File: src/rtl/mult_div_sequencer_if.sv
// Request/response bundle for the iterative multiply/divide unit.
// The flush wire exists only when MDU_FLUSH_EN is defined.
interface mult_div_sequencer_if #(parameter int DATA_WIDTH = 32);
    logic                  start;
    logic [1:0]            op;
    logic [DATA_WIDTH-1:0] operandA;
    logic [DATA_WIDTH-1:0] operandB;
`ifdef MDU_FLUSH_EN
    logic                  flush;
`endif
    logic                  busy;
    logic                  done;
    logic                  divByZero;
    logic [DATA_WIDTH-1:0] hi;
    logic [DATA_WIDTH-1:0] lo;

    modport master (
`ifdef MDU_FLUSH_EN
        output flush,
`endif
        output start, op, operandA, operandB,
        input  busy, done, divByZero, hi, lo
    );

    modport slave (
`ifdef MDU_FLUSH_EN
        input  flush,
`endif
        input  start, op, operandA, operandB,
        output busy, done, divByZero, hi, lo
    );
endinterface

File: src/rtl/mult_div_sequencer.sv
// Iterative radix-2 MULT/MULTU/DIV/DIVU unit: IDLE -> PREP -> RUN -> FIX, one bit per clock.
// Optional cancel input is compiled in with the MDU_FLUSH_EN macro.
module mult_div_sequencer #(
    parameter int DATA_WIDTH = 32
) (
    input  logic                 clk,
    input  logic                 reset,
    mult_div_sequencer_if.slave  bus
);
    localparam int W  = DATA_WIDTH;
    localparam int CW = $clog2(DATA_WIDTH + 1);

    localparam logic [1:0] S_IDLE = 2'd0;
    localparam logic [1:0] S_PREP = 2'd1;
    localparam logic [1:0] S_RUN  = 2'd2;
    localparam logic [1:0] S_FIX  = 2'd3;

    localparam logic [CW-1:0] ITER    = CW'(DATA_WIDTH);
    localparam logic [CW-1:0] CNT_ONE = CW'(1);

    function automatic logic [W-1:0] neg_w(input logic [W-1:0] v);
        return ~v + {{(W-1){1'b0}}, 1'b1};
    endfunction

    function automatic logic [2*W-1:0] neg_2w(input logic [2*W-1:0] v);
        return ~v + {{(2*W-1){1'b0}}, 1'b1};
    endfunction

    function automatic logic [W-1:0] abs_w(input logic [W-1:0] v, input logic is_signed);
        if (is_signed && v[W-1]) begin
            return neg_w(v);
        end else begin
            return v;
        end
    endfunction

    logic [1:0]     r_state;
    logic [1:0]     r_op;
    logic [W-1:0]   r_a;
    logic [W-1:0]   r_b;
    logic [W-1:0]   r_mcand;
    logic [2*W-1:0] r_acc;
    logic [CW-1:0]  r_cnt;
    logic           r_neg_lo;
    logic           r_neg_hi;
    logic           r_busy;
    logic           r_done;
    logic           r_dbz;
    logic [W-1:0]   r_hi;
    logic [W-1:0]   r_lo;

    logic           w_flush;
    logic           w_signed;
    logic           w_sign_a;
    logic           w_sign_b;
    logic [W:0]     w_mul_sum;
    logic [W:0]     w_div_shift;
    logic [W:0]     w_div_trial;
    logic           w_div_ok;
    logic [2*W-1:0] w_step;
    logic [2*W-1:0] w_prod;
    logic [W-1:0]   w_quo;
    logic [W-1:0]   w_rem;
    logic           w_dbz;
    logic [W-1:0]   w_hi;
    logic [W-1:0]   w_lo;

`ifdef MDU_FLUSH_EN
    assign w_flush = bus.flush & r_busy;
`else
    assign w_flush = 1'b0;
`endif

    // op[0] set means the unsigned variant
    assign w_signed = ~r_op[0];
    assign w_sign_a = w_signed & r_a[W-1];
    assign w_sign_b = w_signed & r_b[W-1];

    // One iteration: shift-add for multiply, restoring subtract for divide
    always_comb begin
        w_mul_sum   = {1'b0, r_acc[2*W-1:W]} + {1'b0, (r_acc[0] ? r_mcand : {W{1'b0}})};
        w_div_shift = r_acc[2*W-1:W-1];
        w_div_trial = w_div_shift - {1'b0, r_mcand};
        w_div_ok    = ~w_div_trial[W];
        if (r_op[1]) begin
            w_step = {(w_div_ok ? w_div_trial[W-1:0] : w_div_shift[W-1:0]), r_acc[W-2:0], w_div_ok};
        end else begin
            w_step = {w_mul_sum, r_acc[W-1:1]};
        end
    end

    // Sign correction and special-case selection of the final HI/LO
    always_comb begin
        w_prod = r_neg_lo ? neg_2w(r_acc) : r_acc;
        w_quo  = r_neg_lo ? neg_w(r_acc[W-1:0]) : r_acc[W-1:0];
        w_rem  = r_neg_hi ? neg_w(r_acc[2*W-1:W]) : r_acc[2*W-1:W];
        w_dbz  = r_op[1] & (r_b == {W{1'b0}});
        if (w_dbz) begin
            w_hi = r_a;
            w_lo = {W{1'b1}};
        end else if (r_op[1]) begin
            w_hi = w_rem;
            w_lo = w_quo;
        end else begin
            w_hi = w_prod[2*W-1:W];
            w_lo = w_prod[W-1:0];
        end
    end

    // Sequencer state and handshake flags
    always_ff @(posedge clk or posedge reset) begin
        if (reset) begin
            r_state <= S_IDLE;
            r_busy  <= 1'b0;
            r_done  <= 1'b0;
            r_dbz   <= 1'b0;
        end else begin
            r_done <= 1'b0;
            r_dbz  <= 1'b0;
            if (w_flush) begin
                r_state <= S_IDLE;
                r_busy  <= 1'b0;
            end else begin
                case (r_state)
                    S_IDLE: begin
                        if (bus.start) begin
                            r_state <= S_PREP;
                            r_busy  <= 1'b1;
                        end
                    end
                    S_PREP: begin
                        r_state <= S_RUN;
                    end
                    S_RUN: begin
                        if (r_cnt == CNT_ONE) begin
                            r_state <= S_FIX;
                        end
                    end
                    S_FIX: begin
                        r_state <= S_IDLE;
                        r_busy  <= 1'b0;
                        r_done  <= 1'b1;
                        r_dbz   <= w_dbz;
                    end
                    default: begin
                        r_state <= S_IDLE;
                        r_busy  <= 1'b0;
                    end
                endcase
            end
        end
    end

    // Operand capture, iteration datapath and result registers
    always_ff @(posedge clk or posedge reset) begin
        if (reset) begin
            r_op     <= 2'b00;
            r_a      <= {W{1'b0}};
            r_b      <= {W{1'b0}};
            r_mcand  <= {W{1'b0}};
            r_acc    <= {(2*W){1'b0}};
            r_cnt    <= {CW{1'b0}};
            r_neg_lo <= 1'b0;
            r_neg_hi <= 1'b0;
            r_hi     <= {W{1'b0}};
            r_lo     <= {W{1'b0}};
        end else begin
            case (r_state)
                S_IDLE: begin
                    if (bus.start) begin
                        r_op <= bus.op;
                        r_a  <= bus.operandA;
                        r_b  <= bus.operandB;
                    end
                end
                S_PREP: begin
                    r_neg_lo <= w_sign_a ^ w_sign_b;
                    r_neg_hi <= w_sign_a;
                    r_cnt    <= ITER;
                    // Divide: accumulator low half holds the dividend, r_mcand the divisor
                    if (r_op[1]) begin
                        r_acc   <= {{W{1'b0}}, abs_w(r_a, w_signed)};
                        r_mcand <= abs_w(r_b, w_signed);
                    end else begin
                        r_acc   <= {{W{1'b0}}, abs_w(r_b, w_signed)};
                        r_mcand <= abs_w(r_a, w_signed);
                    end
                end
                S_RUN: begin
                    r_acc <= w_step;
                    r_cnt <= r_cnt - CNT_ONE;
                end
                S_FIX: begin
                    if (!w_flush) begin
                        r_hi <= w_hi;
                        r_lo <= w_lo;
                    end
                end
                default: begin
                    r_cnt <= {CW{1'b0}};
                end
            endcase
        end
    end

    assign bus.busy      = r_busy;
    assign bus.done      = r_done;
    assign bus.divByZero = r_dbz;
    assign bus.hi        = r_hi;
    assign bus.lo        = r_lo;

endmodule

File: src/flat_wrapper.sv
// flat-port wrapper written by rule: the top's interface ports become plain ports
module mult_div_sequencer_flat 
#(
    parameter int DATA_WIDTH = 32
)
  (clk, reset, bus_start, bus_op, bus_operandA, bus_operandB, bus_busy, bus_done, bus_divByZero, bus_hi, bus_lo);
  mult_div_sequencer_if #(.DATA_WIDTH(DATA_WIDTH)) bus_i ();
  input  logic clk;
  input  logic reset;
  input wire logic [$bits(bus_i.start)-1:0] bus_start;
  input wire logic [$bits(bus_i.op)-1:0] bus_op;
  input wire logic [$bits(bus_i.operandA)-1:0] bus_operandA;
  input wire logic [$bits(bus_i.operandB)-1:0] bus_operandB;
  output wire logic [$bits(bus_i.busy)-1:0] bus_busy;
  output wire logic [$bits(bus_i.done)-1:0] bus_done;
  output wire logic [$bits(bus_i.divByZero)-1:0] bus_divByZero;
  output wire logic [$bits(bus_i.hi)-1:0] bus_hi;
  output wire logic [$bits(bus_i.lo)-1:0] bus_lo;
  assign bus_i.start = bus_start;
  assign bus_i.op = bus_op;
  assign bus_i.operandA = bus_operandA;
  assign bus_i.operandB = bus_operandB;
  assign bus_busy = bus_i.busy;
  assign bus_done = bus_i.done;
  assign bus_divByZero = bus_i.divByZero;
  assign bus_hi = bus_i.hi;
  assign bus_lo = bus_i.lo;
  mult_div_sequencer #(.DATA_WIDTH(DATA_WIDTH)) u_core (.clk(clk), .reset(reset), .bus(bus_i));
endmodule
File: config.mk
export PLATFORM = sky130hd
export DESIGN_NAME = mult_div_sequencer_flat
export DESIGN_NICKNAME = d
export VERILOG_FILES = /design/src/rtl/mult_div_sequencer_if.sv /design/src/rtl/mult_div_sequencer.sv /design/src/flat_wrapper.sv
export SDC_FILE = /design/constraint.sdc
export NUM_CORES = 1
export LEC_CHECK = 0
export CORE_ASPECT_RATIO = 0.5
export CORE_MARGIN = 2
export CORE_UTILIZATION = 23
export CTS_CLUSTER_DIAMETER = 60
export DETAILED_ROUTE_END_ITERATION = 12
export PLACE_DENSITY = 0.41
export SLEW_MARGIN = 5
export SYNTH_ARGS = -nofsm -noshare
export SYNTH_HDL_FRONTEND = slang
export SYNTH_SLANG_ARGS = --single-unit
File: constraint.sdc
create_clock -name clk -period 10.33 [get_ports clk]
set_input_delay 1.033 -clock clk [delete_from_list [all_inputs] [get_ports clk]]
set_output_delay 1.033 -clock clk [all_outputs]
set_load 0.05 [all_outputs]
### Yosys cells after proc, flatten, opt, wreduce, memory -nomap -nowiden

Index checks and enable logic that the tools add are counted.

| storage, ports and cells | value |
|---|---|
| bits in registers | 239 |
| input bits | 69 |
| output and inout bits | 67 |
| word-level logic and storage cells | 71 |

| operators by class | value |
|---|---|
| $add $sub $neg | 8 |
| eq/ne operators | 6 |
| multiplexer cells | 23 |
| bitwise logic cells | 11 |
| reduce and logical (&&, ||, !) cells | 9 |

Operators with widths:

| kind | number |
|---|---|
| $mux 32 | 12 |
| $add 32x1->32 const B | 4 |
| $mux 64 | 2 |
| $not 32->32 | 4 |
| $pmux 64 s2 | 1 |
| $add 64x1->64 const B | 1 |
| $not 64->64 | 1 |
| $add 32x32->33 | 1 |
| $sub 33x32->33 | 1 |
| $logic_not 32->1 | 1 |
| $pmux 6 s2 | 1 |
| $pmux 2 s4 | 1 |
| $eq 6x1->1 const B | 1 |
| $reduce_and 2->1 | 3 |
| $sub 6x1->6 const B | 1 |
| $eq 2x2->1 const B | 2 |
| $mux 2 | 2 |
| $reduce_bool 2->1 | 2 |
| $and 1x1->1 | 3 |
| $mux 1 | 3 |
| $eq 2x1->1 const B | 1 |
| $logic_and 1x1->1 | 2 |
| $logic_not 2->1 | 1 |
| $ne 2x1->1 const B | 1 |
| 4 further kinds | 5 |

### Longest topological paths before layout

| logic depth | value |
|---|---|
| depth in word-level cells | 5 |
| mapped depth | 13 |
| gate-level depth less buffers | 13 |

### Worst setup path after synthesis

No wires, ideal clock.

| timing | value |
|---|---|
| path kind | reg2reg |
| start | register u_core.r_acc[0] |
| end | register u_core.r_acc[59] |
| setup time | 0.126 ns |
| arrival time | 3.229 ns |
| required time | 10.204 ns |
| slack | 6.975 ns |
| cell stages (with the launch flop) | 14 |
| buffers on the path | 1 |
| clock period less this slack | 3.355 ns |
| cells stage by stage | dfrtp_1 > clkinv_1 > clkbuf_1 > nor2_1 > ha_1 > a21o_1 > or3_1 > o21ai_1 > a2111oi_0 > nor4_1 > nor4_1 > a2111oi_2 > xnor2_1 > a221o_1 |

| between the ends | value |
|---|---|
| word-level cells in the longest chain between the ends | 4 |

RTL lines:

| item | line | text |
|---|---|---|
| from (decl) | mult_div_sequencer.sv:42 | `logic [2*W-1:0] r_acc;` |
| from (signal assigned) | mult_div_sequencer.sv:161 | `r_acc <= {(2*W){1'b0}};` |
| from (signal assigned) | mult_div_sequencer.sv:182 | `r_acc <= {{W{1'b0}}, abs_w(r_a, w_signed)};` |
| from (signal assigned) | mult_div_sequencer.sv:185 | `r_acc <= {{W{1'b0}}, abs_w(r_b, w_signed)};` |
| $mux 32 | mult_div_sequencer.sv:81 | `w_mul_sum = {1'b0, r_acc[2*W-1:W]} + {1'b0, (r_acc[0] ? r_mcand : {W{1'b0}})};` |
| $add 32x32->33 | mult_div_sequencer.sv:81 |  |
| $mux 64 | mult_div_sequencer.sv:85 | `if (r_op[1]) begin` |
| $pmux 64 s2 | mult_div_sequencer.sv:168 | `case (r_state)` |

Every way passes these cells.
A chain may end at the register's enable or synchronous reset.

### Worst setup path after layout

| timing | value |
|---|---|
| start | register u_core.r_state[0] |
| end | register u_core.r_acc[62] |

| between the ends | value |
|---|---|
| word-level cells in the longest chain between the ends | 2 |
| elaborated cells on any way between the ends | 4 |
| classes of those cells | eq/ne: 2; mux: 1; reduce/logical: 1 |

RTL lines:

| item | line | text |
|---|---|---|
| from (decl) | mult_div_sequencer.sv:37 | `logic [1:0] r_state;` |
| from (signal assigned) | mult_div_sequencer.sv:113 | `r_state <= S_IDLE;` |
| from (signal assigned) | mult_div_sequencer.sv:121 | `r_state <= S_IDLE;` |
| from (signal assigned) | mult_div_sequencer.sv:127 | `r_state <= S_PREP;` |
| $eq 2x2->1 or $eq 2x1->1 (tied branches) | - |  |
| $pmux 64 s2 or $reduce_bool 2->1 (tied branches) | - |  |

Several ways; a longest one is shown, not always the timed one.

==> metrics <==
vias per std cell ~4.9; Chip Height between 150 and 200 µm; area grow syn2layout 19.7%; Post-Syn Area around 17,000 µm²; initial antenna violation count 3; Site Rows 70; Routed Antenna Nets 0; post-synth net total 2,105; Die X between 300 and 400 µm; Worst-Margin Slew 1250 ps; RSZ-0062 raised after global routing no; dpl hpwl 48.8 mm; share of flip-flops with an asynchronous set or reset between 90% and 100%; I/O pins ~140; sequential area share after synthesis between 30% and 40%; Hold Startpoint u_core.r_cnt[5]; Req. time, crit path around 11,000 ps; post-synth top area share between 30% and 40%; Yosys warning total 0; period utilization 45.2%; Slew headroom around 16%; Detailed Routing Iterations Pass 1 6; MaxCap Viol Count 0; maximum clock path buffer count 3; DRC Markers 0; nets around 2,200; synthesized area per cell about 8.8 µm²; Worst Path Arrival ~5200 ps; CTS resizes 0; outcome finished clean; CP max FO 27; largest net degree at the start of global routing 150; vias in the first global route 14,400; GRT Total Usage between 10% and 20%; Crit Reg-Reg Startpoint u_core.r_state[0]; CTS tree yes; library cells used by synthesis 82; grt peak-use layer met2; leading register cell type out of synthesis dfrtp_1; routability cong. just under 0.9; WL per Instance 21.5 µm; Filler cells 7,869; IO buf count 135; CP endpoint kind register; critical path class reg2reg; fin crit period between 4000 and 5000 ps; setup TNS 0 ps; Synth Register Bits 239; aggregate global routing overflow 0; Routed WL 65.2 mm; Worst Skew around 11 ps; CTS Buf Count 30; first-pass GRT wire length 97.1 mm; fraction of layout cells with a size suffix above 1 10.2%; Synth area leader dfrtp_1; postcts setup bufs 0; grt met3 use under 10%; clock-pin slew of the registers on the worst-case setup and hold paths roughly 60 ps; synth top area cells dfrtp_1 35%, mux2_2 6.1%, xnor2_1 5.5%; Die Area approximately 77,000 µm²; worst min-delay path category reg2reg; Root Driver clkbuf_16; met1 usage 24.6%; Hold-fix buffers, CTS 0; via count around 15,000; Slew Limit Fails 0; starting DRC count in detailed routing 1,433; Starting Density a little under a quarter; EDFF count, synth 0; clock sink total approximately 240; Setup violations, final 0; Max Freq between 0.2 and 0.25 GHz; Post-Synthesis Cells approximately 2,000; Hold Fails Final Rpt 0; grt met2 use 25.2%; CORE AREA between 70,000 and 80,000 µm²; worst-skew pair later-pin latency 590 ps; most numerous cell in the Yosys netlist dfrtp_1; Setup crit start u_core.r_state[0]; top post-synthesis cells by count 239 x dfrtp_1, 235 x nor2_1, 161 x a21oi_1; CP Launch Type register; H-tree levels 1
## worst max-delay path, cell delays in order (launching register included)
cell,delay (ps)
dfrtp_1,450
inv_1,110
ha_2,310
buf_4,330
clkinv_1,460
buf_4,420
nor2_1,690
nand2_1,870
nor2_1,610
a22oi_1,200
o211ai_1,110
## cells in the final DEF (no fill, tap or decap), drive strengths merged, types with 17 or more instances in the layout
master and instances:
mux2i 41, ha 74, clkbuf 36, o21ai 122, a21oi 162, o221ai 17, inv 98, mux2 93
o22ai 18, xor2 59, or3 17, nand2 140, o31ai 24, nand3 30, nor2 235, clkdlybuf4s50 135
a211oi 18, nor4 17, dfrtp 239, a21o 37, a31oi 43, xnor2 108, buf 18, nor3 33
## per-layer routing
layer | share of wire, % | vias up
li1 | - | 7197
met1 | 49 | 7347
met2 | 43 | 330
met3 | 5.6 | 54
met4 | 1.6 | 0
met5 | 0 | -
## registers in the layout, summed over array words and instances (netlist names), 2 cells and up
signal,cells
u_core.r_a,32
u_core.r_cnt,6
u_core.bus.hi,32
u_core.r_acc,64
u_core.r_state,2
u_core.r_b,32
u_core.r_op,2
u_core.bus.lo,32
u_core.r_mcand,32
## area by class of cell
| type | count | area (µm²) | area share [%] |
|---|---|---|---|
| flip-flops and latches | 239 | 5980 | 29.0 |
| multi-input cells | 1512 | 10400 | 50.7 |
| clock inverters | 17 | 273 | 1.32 |
| clock buffers | 36 | 803 | 3.90 |
| well taps | 972 | 1220 | 5.90 |
| diodes | 2 | 5.00 | 0.0243 |
| inverters | 98 | 375 | 1.82 |
| repair buffers | 153 | 1500 | 7.28 |
## final timing paths
check	to	slack [ps]	cells past startpoint
worst min register to register	u_core.r_cnt[5]	490	1
max in group asynchronous	u_core.r_op[1]	7910	3
min in group asynchronous	u_core.bus.lo[6]	950	2
worst max-delay path	u_core.r_acc[62]	5660	10
worst min-delay path	u_core.r_cnt[5]	490	1
worst max register to register	u_core.r_acc[62]	5660	10
## per-stage QoR
stage	hold WS, ps	instance area [µm²]	utilization (%)	instances	worst slack (ps)
after detailed placement	475	19500	26.5	2974	5660
after global placement	476	19500	26.5	2974	5670
after CTS	487	20600	28.0	3027	5640
final	489	20600	28.0	3029	5660
after global routing	526	20600	28.0	3027	5450
after floorplan	450	17200	-	1960	2740
## cell families (layout without fill, tap and decap cells)
kind of cell	count (synthesis)	count (layout)	share of synthesized area [%]
and+or+nand+nor	565	565	15.4
AOI/OAI and AO/OA	555	555	20.6
DFF	239	239	34.8
buffers and inverters	209	304	4.67
xor gates and xnor gates	167	167	8.50
muxes	149	149	10.4
adders and majority gates	76	76	5.61
other	0	2	0
Power is left out: the tool's default activity adds up to more than one toggle a clock period on the data nets, which glitch-free logic cannot reach.
